### config.mk
export PLATFORM = sky130hd
export DESIGN_NAME = uart_tx_param
export DESIGN_NICKNAME = d
export VERILOG_FILES = /design/src/rtl/uart_tx_param.sv
export SDC_FILE = /design/constraint.sdc
export NUM_CORES = 1
export LEC_CHECK = 0
export CAP_MARGIN = 10
export CORE_ASPECT_RATIO = 0.9
export CORE_MARGIN = 2
export CORE_UTILIZATION = 56
export DETAILED_ROUTE_END_ITERATION = 8
export GPL_TIMING_DRIVEN = 0
export PLACE_DENSITY_LB_ADDON = 0.08
export SLEW_MARGIN = 20
export SYNTH_ARGS = -nofsm -noshare
export SYNTH_HDL_FRONTEND = slang
export SYNTH_SLANG_ARGS = --single-unit
### constraint.sdc
create_clock -name clk -period 2.6 [get_ports clk]
set_clock_uncertainty 0.05 [all_clocks]
set_input_delay 0.52 -clock clk [delete_from_list [all_inputs] [get_ports clk]]
set_output_delay 0.52 -clock clk [all_outputs]
set_load 0.05 [all_outputs]
### src/rtl/uart_tx_param.sv
`default_nettype none
// ============================================================================
// Module   : uart_tx_param
// Purpose  : Parametrised UART transmitter with baud divider, parity, 1/2 stop
//            bits and a ready/valid request port. Back-to-back capable.
// Revision : 1.0 - initial release
// ============================================================================
module uart_tx_param #(
  parameter int CLKS_PER_BIT = 1250,
  parameter int DATA_BITS    = 8,
  parameter int PARITY       = 0,
  parameter int STOP_BITS    = 1
) (
  input  logic                 clk,
  input  logic                 rst,
  input  logic [DATA_BITS-1:0] txbyte,
  input  logic                 senddata,
  output logic                 ready,
  output logic                 busy,
  output logic                 txdone,
  output logic                 tx
);

  localparam int c_baud_w = $clog2(CLKS_PER_BIT);
  localparam int c_bit_w  = $clog2(DATA_BITS);
  localparam logic [c_baud_w-1:0] c_baud_last = c_baud_w'(CLKS_PER_BIT - 1);
  localparam logic [c_bit_w-1:0]  c_data_last = c_bit_w'(DATA_BITS - 1);
  localparam logic [c_bit_w-1:0]  c_stop_last = c_bit_w'(STOP_BITS - 1);

  typedef enum logic [2:0] {
    S_IDLE   = 3'd0,
    S_START  = 3'd1,
    S_DATA   = 3'd2,
    S_PARITY = 3'd3,
    S_STOP   = 3'd4
  } state_t;

  state_t                r_state;
  logic [c_baud_w-1:0]   r_baud;
  logic [c_bit_w-1:0]    r_bit;
  logic [DATA_BITS-1:0]  r_shift;
  logic                  r_parity;
  logic                  r_tx;
  logic                  r_txdone;
  logic                  w_bit_end;

  assign w_bit_end = (r_baud == c_baud_last);
  assign ready     = (r_state == S_IDLE) && !rst;
  assign busy      = (r_state != S_IDLE);
  assign txdone    = r_txdone;
  assign tx        = r_tx;

  always_ff @(posedge clk) begin
    if (rst) begin
      r_state  <= S_IDLE;
      r_baud   <= '0;
      r_bit    <= '0;
      r_shift  <= '0;
      r_parity <= 1'b0;
      r_tx     <= 1'b1;
      r_txdone <= 1'b0;
    end else begin
      r_txdone <= 1'b0;
      case (r_state)
        S_IDLE: begin
          r_baud <= '0;
          r_bit  <= '0;
          if (senddata) begin
            r_shift  <= txbyte;
            // Odd parity is the complement of the XOR reduction.
            r_parity <= (PARITY == 1) ? ~^txbyte : ^txbyte;
            r_tx     <= 1'b0;
            r_state  <= S_START;
          end
        end

        S_START: begin
          if (w_bit_end) begin
            r_baud  <= '0;
            r_bit   <= '0;
            r_tx    <= r_shift[0];
            r_state <= S_DATA;
          end else begin
            r_baud <= r_baud + 1'b1;
          end
        end

        S_DATA: begin
          if (w_bit_end) begin
            r_baud <= '0;
            if (r_bit == c_data_last) begin
              r_bit <= '0;
              if (PARITY != 0) begin
                r_tx    <= r_parity;
                r_state <= S_PARITY;
              end else begin
                r_tx    <= 1'b1;
                r_state <= S_STOP;
              end
            end else begin
              r_bit   <= r_bit + 1'b1;
              r_tx    <= r_shift[1];
              r_shift <= r_shift >> 1;
            end
          end else begin
            r_baud <= r_baud + 1'b1;
          end
        end

        S_PARITY: begin
          if (w_bit_end) begin
            r_baud  <= '0;
            r_bit   <= '0;
            r_tx    <= 1'b1;
            r_state <= S_STOP;
          end else begin
            r_baud <= r_baud + 1'b1;
          end
        end

        S_STOP: begin
          if (w_bit_end) begin
            r_baud <= '0;
            if (r_bit == c_stop_last) begin
              r_bit    <= '0;
              r_txdone <= 1'b1;
              r_state  <= S_IDLE;
            end else begin
              r_bit <= r_bit + 1'b1;
            end
          end else begin
            r_baud <= r_baud + 1'b1;
          end
        end

        default: begin
          r_state <= S_IDLE;
          r_tx    <= 1'b1;
        end
      endcase
    end
  end

endmodule
`default_nettype wire
## After elaboration in Yosys (flattened, before gate mapping)

Index checks and enable logic that the tools add are counted.

| cells by class | value |
|---|---|
| muxes and demuxes | 27 |
| bitwise logic cells | 2 |
| $add $sub $neg | 2 |
| reductions and logical operators | 15 |
| eq/ne operators | 15 |

Operators by type and width:

| operator | number |
|---|---|
| two-way mux 3 bit | 12 |
| two-way mux 8 bit | 3 |
| case mux 11 bit (2 select lines) | 1 |
| != test 2 bit, second input constant | 8 |
| case mux 8 bit (2 select lines) | 1 |
| case mux 3 bit (5 select lines) | 1 |
| case mux 3 bit (4 select lines) | 1 |
| adder 11 x 1 -> 11 bit, second input constant | 1 |
| equality test 11 bit, second input constant | 1 |
| two-way mux 11 bit | 1 |
| AND reduction 4 bit | 2 |
| AND reduction 7 bit | 1 |
| equality test 3 x 2 -> 1 bit, second input constant | 2 |
| equality test 3 bit, second input constant | 2 |
| zero test 3 bit | 2 |
| two-way mux 1 bit | 6 |
| case mux 1 bit (5 select lines) | 1 |
| AND reduction 5 bit | 1 |
| nonzero test 2 bit | 2 |
| nonzero test 4 bit | 1 |
| OR reduction 4 bit | 1 |
| adder 3 x 1 -> 3 bit, second input constant | 1 |
| equality test 3 x 1 -> 1 bit, second input constant | 1 |
| nonzero test 3 bit | 1 |
| other kinds (6) | 7 |

| storage, ports and cells | value |
|---|---|
| output and inout port bits | 4 |
| word-level logic and storage cells | 67 |
| input port bits | 11 |
| register bits after elaboration | 27 |

## Longest topological paths before layout

Gate-level depths: netlist of the first run.

| logic depth | value |
|---|---|
| depth in word-level cells | 4 |
| mapped depth | 8 |
| mapped depth without buffers | 6 |

## Worst setup path before layout of the first run

No wires, ideal clock.

| timing | value |
|---|---|
| path type | register to output |
| from | register r_state[1] |
| to | output port ready |
| arrival time | 1.906 ns |
| stages on the path, launching flop included | 5 |
| required time | 2.030 ns |
| setup slack | 0.124 ns |
| path through | dfxtp_1 clkbuf_8 nor2_1 nand2_1 nor2_1 |

| between the ends | value |
|---|---|
| longest elaborated chain between the ends | 2 |

RTL lines:

| item | line | text |
|---|---|---|
| start: declaration | 38 | `state_t r_state;` |
| start signal: assignment | 55 | `r_state <= S_IDLE;` |
| start signal: assignment | 73 | `r_state <= S_START;` |
| start signal: assignment | 82 | `r_state <= S_DATA;` |
| zero test 3 bit | 48 | `assign ready = (r_state == S_IDLE) && !rst;` |
| logical AND 1 bit | 48 |  |
| end: declaration | 18 | `output logic ready,` |

Every way passes these cells.

## Worst setup path after layout of the first run

| timing | value |
|---|---|
| from | register r_state[2] |
| to | output port ready |

The elaborated chain is that of the path after synthesis.

==> results of run 1 <==
-- synthesized netlist by cell type, drive strengths merged (3+ instances only) --
cell    number
ha           5
dfxtp       27
nand2        7
a21oi        9
or3          4
clkbuf       3
a311oi       7
nor2b        9
nand3        6
nand4        9
nor3         3
a221oi       7
xor2         5
inv         13
o21ai       10
or4          3
buf          8
nor2        10
-- worst paths after layout --
kind                end  slack, ns  cells past startpoint
min          r_shift[7]       0.44                      2
max reg2reg  r_shift[6]       0.44                      7
max               ready       0.21                      5
min reg2reg  r_shift[7]       0.44                      2
-- what timing repair did --
action,CTS,global route
hold buffers,0,0
endpoints found under the setup margin,2,1
gates resized for setup,8,2
-- registers in the layout, summed over array words and instances (netlist names) --
register / cells
txdone: 1
r_baud: 11
r_state: 3
tx: 1
r_shift: 8
r_bit: 3
-- cell families (layout without fill, tap and decap cells) --
kind of cell | after synthesis | in the layout | share of synthesized area, %
xor gates and xnor gates | 5 | 5 | 2.81
and+or+nand+nor | 64 | 64 | 25.5
muxes | 2 | 2 | 1.29
adders and majority gates | 5 | 5 | 4.02
DFF | 27 | 27 | 34.7
AOI/OAI and AO/OA | 49 | 49 | 23.7
buffers and inverters | 25 | 42 | 7.96
-- routing by layer --
metal,GRT usage (%),wire length [um],up-vias
li1,-,-,698
met1,30.5,1690,685
met2,38.1,1650,41
met3,5.05,162,8
met4,7.04,43,0
met5,0,0,-
-- where the power goes --
| part | switching, W | internal [W] | leakage, nW |
|---|---|---|---|
| Clock | 0.000128 | 0.0000603 | 0.0150 |
| Sequential | 0.0000130 | 0.000429 | 0.221 |
| Combinational | 0.0000630 | 0.0000479 | 0.379 |
-- area by class of cell --
| cell class | count | area (um2) | area share (%) |
|---|---|---|---|
| flip-flops and latches | 27 | 542 | 30.7 |
| plain buffers | 10 | 68.8 | 3.90 |
| clock buffers | 4 | 26.3 | 1.49 |
| repair buffers | 14 | 141 | 8.02 |
| inverters | 14 | 52.6 | 2.98 |
| multi-input cells | 125 | 895 | 50.7 |
| well taps | 30 | 37.5 | 2.13 |
-- critical path: stages, from the launching register on --
cell and delay [ns]:
dfxtp_2 0.44, buf_4 0.21, clkinv_1 0.25, nand2_1 0.19
nor2_1 0.06, clkdlybuf4s15_2 0.33
-- through the flow --
stage	power [W]	area, um2	instances	hold WS, ns
after detailed placement	0.000561	1730	221	0.417
final	0.000741	1760	224	0.443
after floorplan	0.000521	1560	177	0.393
after global placement	0.000558	1730	221	0.412
after CTS	0.000743	1760	224	0.436
after global routing	0.000770	1760	224	0.460
==> qor.yml, run 1 <==
startpoint_type: "flip-flop"
tightest_slew_ns: 0.585
hold_class: "flip-flop to flip-flop"
clock-root-buffer: "clkbuf_4"
drive_gt1_share_pct: 13.9
synth_nets: 193
asyncSetResetFlopFracSynth_pct: 0
vias: 1432
coreArea_um2: 2700
final.period_utilization_pct: 92.0
cts_tree: "yes"
mostFrequentLayoutCells: "dfxtp_1, inv_1, clkdlybuf4s50_1"
worst_slack_ns: 0.208
yosysSeqAreaShare_pct: 34.7
post-route-util_pct: 65.2
vias_per_cell: 6.39
clkLatencyLatePin_ns: 0.34
timing.fmax_mhz: 418
ys_seq_elements: 27
io_buffers: 14
fill_cells: 238
dieArea_um2: 3220
synthCells: 177
synth_ff_type: "dfxtp_1"
die_w_um: 59.6
critical_path_class: "flip-flop to output pin"
clock_sinks: 27
grt_overflow: 0
maxSlewHeadroom_pct: 60.9
yosysWarnings: 0
nets: 211
synth_edf_count: 0
peakVddDrop_mv: 0.356
htreeDepth: 1
clkTransAtPathRegs_ns: 0.15
gp_congestion: 0.903
endpoint_kind: "output pin"
synthDistinctLibCells: 53
firstDrtPassIters: 4
synth_area_leaders: "dfxtp_1, ha_1, a221oi_1"
grt_pass1_vias: 1240
hold_viol_final: 0
num_antenna_cells: 0
cts_buffer_depth: 2
regToRegStartpoint: "r_bit[0]"
io_pins: 15
cts_setup_buffers: 0
yosysTopAreaCell: "dfxtp_1"
power.density_nw_per_um2: 420
synth_area_um2: 1560
grt_pass1_wl_um: 5580
place_ws_ns: -0.651
crit_arrival_ns: 1.82
hp-start: "r_shift[7]"
crit_path_max_fanout: 10
routed_wl_um: 3550
crit_path_start: "r_state[2]"
cts_buffers: 3
wl_per_cell_um: 15.9
leakage_nw: 0.615
rsz0062_at_grt: "false"
yosysTopAreaCellShare_pct: 34.7
drtIter0Drc: 92
tns_ns: 0
ant_nets: 0
min_period_ns: 2.39
final_common_cell: "dfxtp_1"
dp_hpwl_um: 2600
required_ns: 2.03
status: "completed"
setup_viol: 0
antenna_found_initial: 0
grt_usage_pct: 23.2
die_h_um: 54.0
post_synth.cell_area_avg_um2: 8.79
syn2layout_area_growth_pct: 13.3
num_rows: 18
drc: 0
grt_max_degree: 15
start_util_pct: 57.6
drv_cap: 0
slew_viol_final: 0
No activity file was read; power rests on OpenSTA's default activity.
==> inputs of run 2 (changes only) <==
- HOLD_SLACK_MARGIN: not set -> 0.1
- REMOVE_ABC_BUFFERS: not set -> 1
==> run 2 against run 1 <==
Against the previous run: core utilization decreased by 2.6 points; die area unchanged; combinational power is 8% lower; non-clock buffer count is 10 lower; first-iteration DRC count shrank 12%; critical path type unchanged; via count decreased by 3.1%; largest cell class unchanged; count of clock-buffer cells in the layout stayed put; fmax down 4.2%; global-route usage is 0.73 points lower; worst setup slack worse by 0.10 ns; final cell count down 4.5%.
==> qor.yml, run 2 (same netlist as run 1, synthesis figures left out) <==
status: "completed"
cts_buffer_depth: 2
cts_tree: "yes"
num_rows: 18
grt_pass1_wl_um: 5460
fill_cells: 238
grt_max_degree: 21
routed_wl_um: 3340
drive_gt1_share_pct: 10.3
placed_cells: 210
critical_path_class: "flip-flop to output pin"
clock-root-buffer: "clkbuf_4"
peakVddDrop_mv: 0.261
rrSetupSlack_ns: 0.39
cts_buffers: 3
coreArea_um2: 2700
ant_nets: 0
critPathBufInv: 2
drtIter0Drc: 81
crit_arrival_ns: 1.93
startpoint_type: "flip-flop"
cp_cell_sequence: "clkinv_1, nand2_1, clkdlybuf4s15_1"
firstDrtPassIters: 4
syn2layout_area_growth_pct: 8.76
maxSlewHeadroom_pct: 47.9
dp_hpwl_um: 2430
reg_top3: "r_baud x11, r_shift x8"
r2r_cells: 6
setup_viol: 0
clock_sinks: 27
hold_viol_final: 0
timing.fmax_mhz: 401
hold_depth: 2
nets: 201
clkLatencyLatePin_ns: 0.33
vias_per_cell: 6.49
finish.instance_area_um2: 1690
wl_per_cell_um: 15.6
required_ns: 2.03
cp_num_cells: 3
drc: 0
antenna_found_initial: 0
gp_congestion: 0.857
largest_register_ffs: 11
grt_usage_pct: 22.4
io_buffers: 14
place_ws_ns: -0.322
min_period_ns: 2.50
cpPeakStageDelay_ns: 0.56
start_util_pct: 57.6
grt_overflow: 0
crit_path_max_fanout: 15
top_register: "r_baud"
finalNonFillerCells: 214
leakage_nw: 0.569
slew_viol_final: 0
endpoint_kind: "output pin"
rsz0062_at_grt: "false"
num_antenna_cells: 0
worst_slack_ns: 0.105
tightest_slew_ns: 0.778
dpl-instance-area_um2: 1670
drv_cap: 0
htreeDepth: 1
final.period_utilization_pct: 96.0
final_common_cell: "dfxtp_1"
grt_pass1_vias: 1232
crit_family: "buffers and inverters"
clkTransAtPathRegs_ns: 0.15
slowest_stage: "dfxtp_2"
hold_class: "flip-flop to flip-flop"
vias: 1388
power.density_nw_per_um2: 431
dieArea_um2: 3220
die_h_um: 54.0
mostFrequentLayoutCells: "dfxtp_1, inv_1, clkdlybuf4s50_1"
io_pins: 15
die_w_um: 59.6
[run 2: through the flow]
step | hold slack [ns] | util, % | power, W | TNS (ns)
floorplan | 0.387 | - | 0.000514 | 0
global placement | 0.413 | 61.5 | 0.000552 | -0.375
finish | 0.435 | 62.6 | 0.000730 | 0
CTS | 0.436 | 62.7 | 0.000735 | 0
detailed placement | 0.416 | 61.7 | 0.000557 | -0.428
global route | 0.454 | 62.6 | 0.000764 | 0
[run 2: final timing paths]
path | startpoint | end
worst max-delay path | r_state[2] | busy
worst min-delay path | r_shift[7] | r_shift[7]
worst max register to register | r_bit[0] | r_shift[5]
worst min register to register | r_shift[7] | r_shift[7]
[run 2: per-layer routing]
metal	up-vias	track usage (%)	share of wire (%)
li1	680	-	-
met3	0	5.29	6.0
met5	-	0	0
met1	663	29.7	45
met2	45	36.6	49
met4	0	6.30	0
[run 2: layout make-up]
type / count / area [um2] / share of cell area (%)
Inverter: 14 / 52.6 / 3.10
Timing Repair Buffer: 14 / 134 / 7.91
Clock buffer: 4 / 26.3 / 1.55
Sequential cell: 27 / 543 / 32.1
Multi-Input combinational cell: 125 / 900 / 53.1
Tap cell: 30 / 37.5 / 2.22
[run 2: timing repair]
| item | 4_1_cts | 5_1_grt |
|---|---|---|
| pin swaps | 0 | 0 |
| setup endpoints to repair | 2 | 2 |
| hold buffers | 0 | 0 |
| gates resized for setup | 5 | 4 |
| setup buffers | 0 | 0 |
[run 2: worst reg2reg max path: cells and delay by family (launching register included)]
family	cells	cell delay (ns)
flops	1	0.37
simple gates	2	0.64
compound gates	2	0.55
fa+ha+maj	2	0.46
[run 2: power by group]
part	leakage [nW]	switching (W)	internal (W)
Clock	0.0150	0.000123	0.0000602
Sequential	0.221	0.0000166	0.000429
Combinational	0.333	0.0000581	0.0000435
Total	0.569	0.000198	0.000533
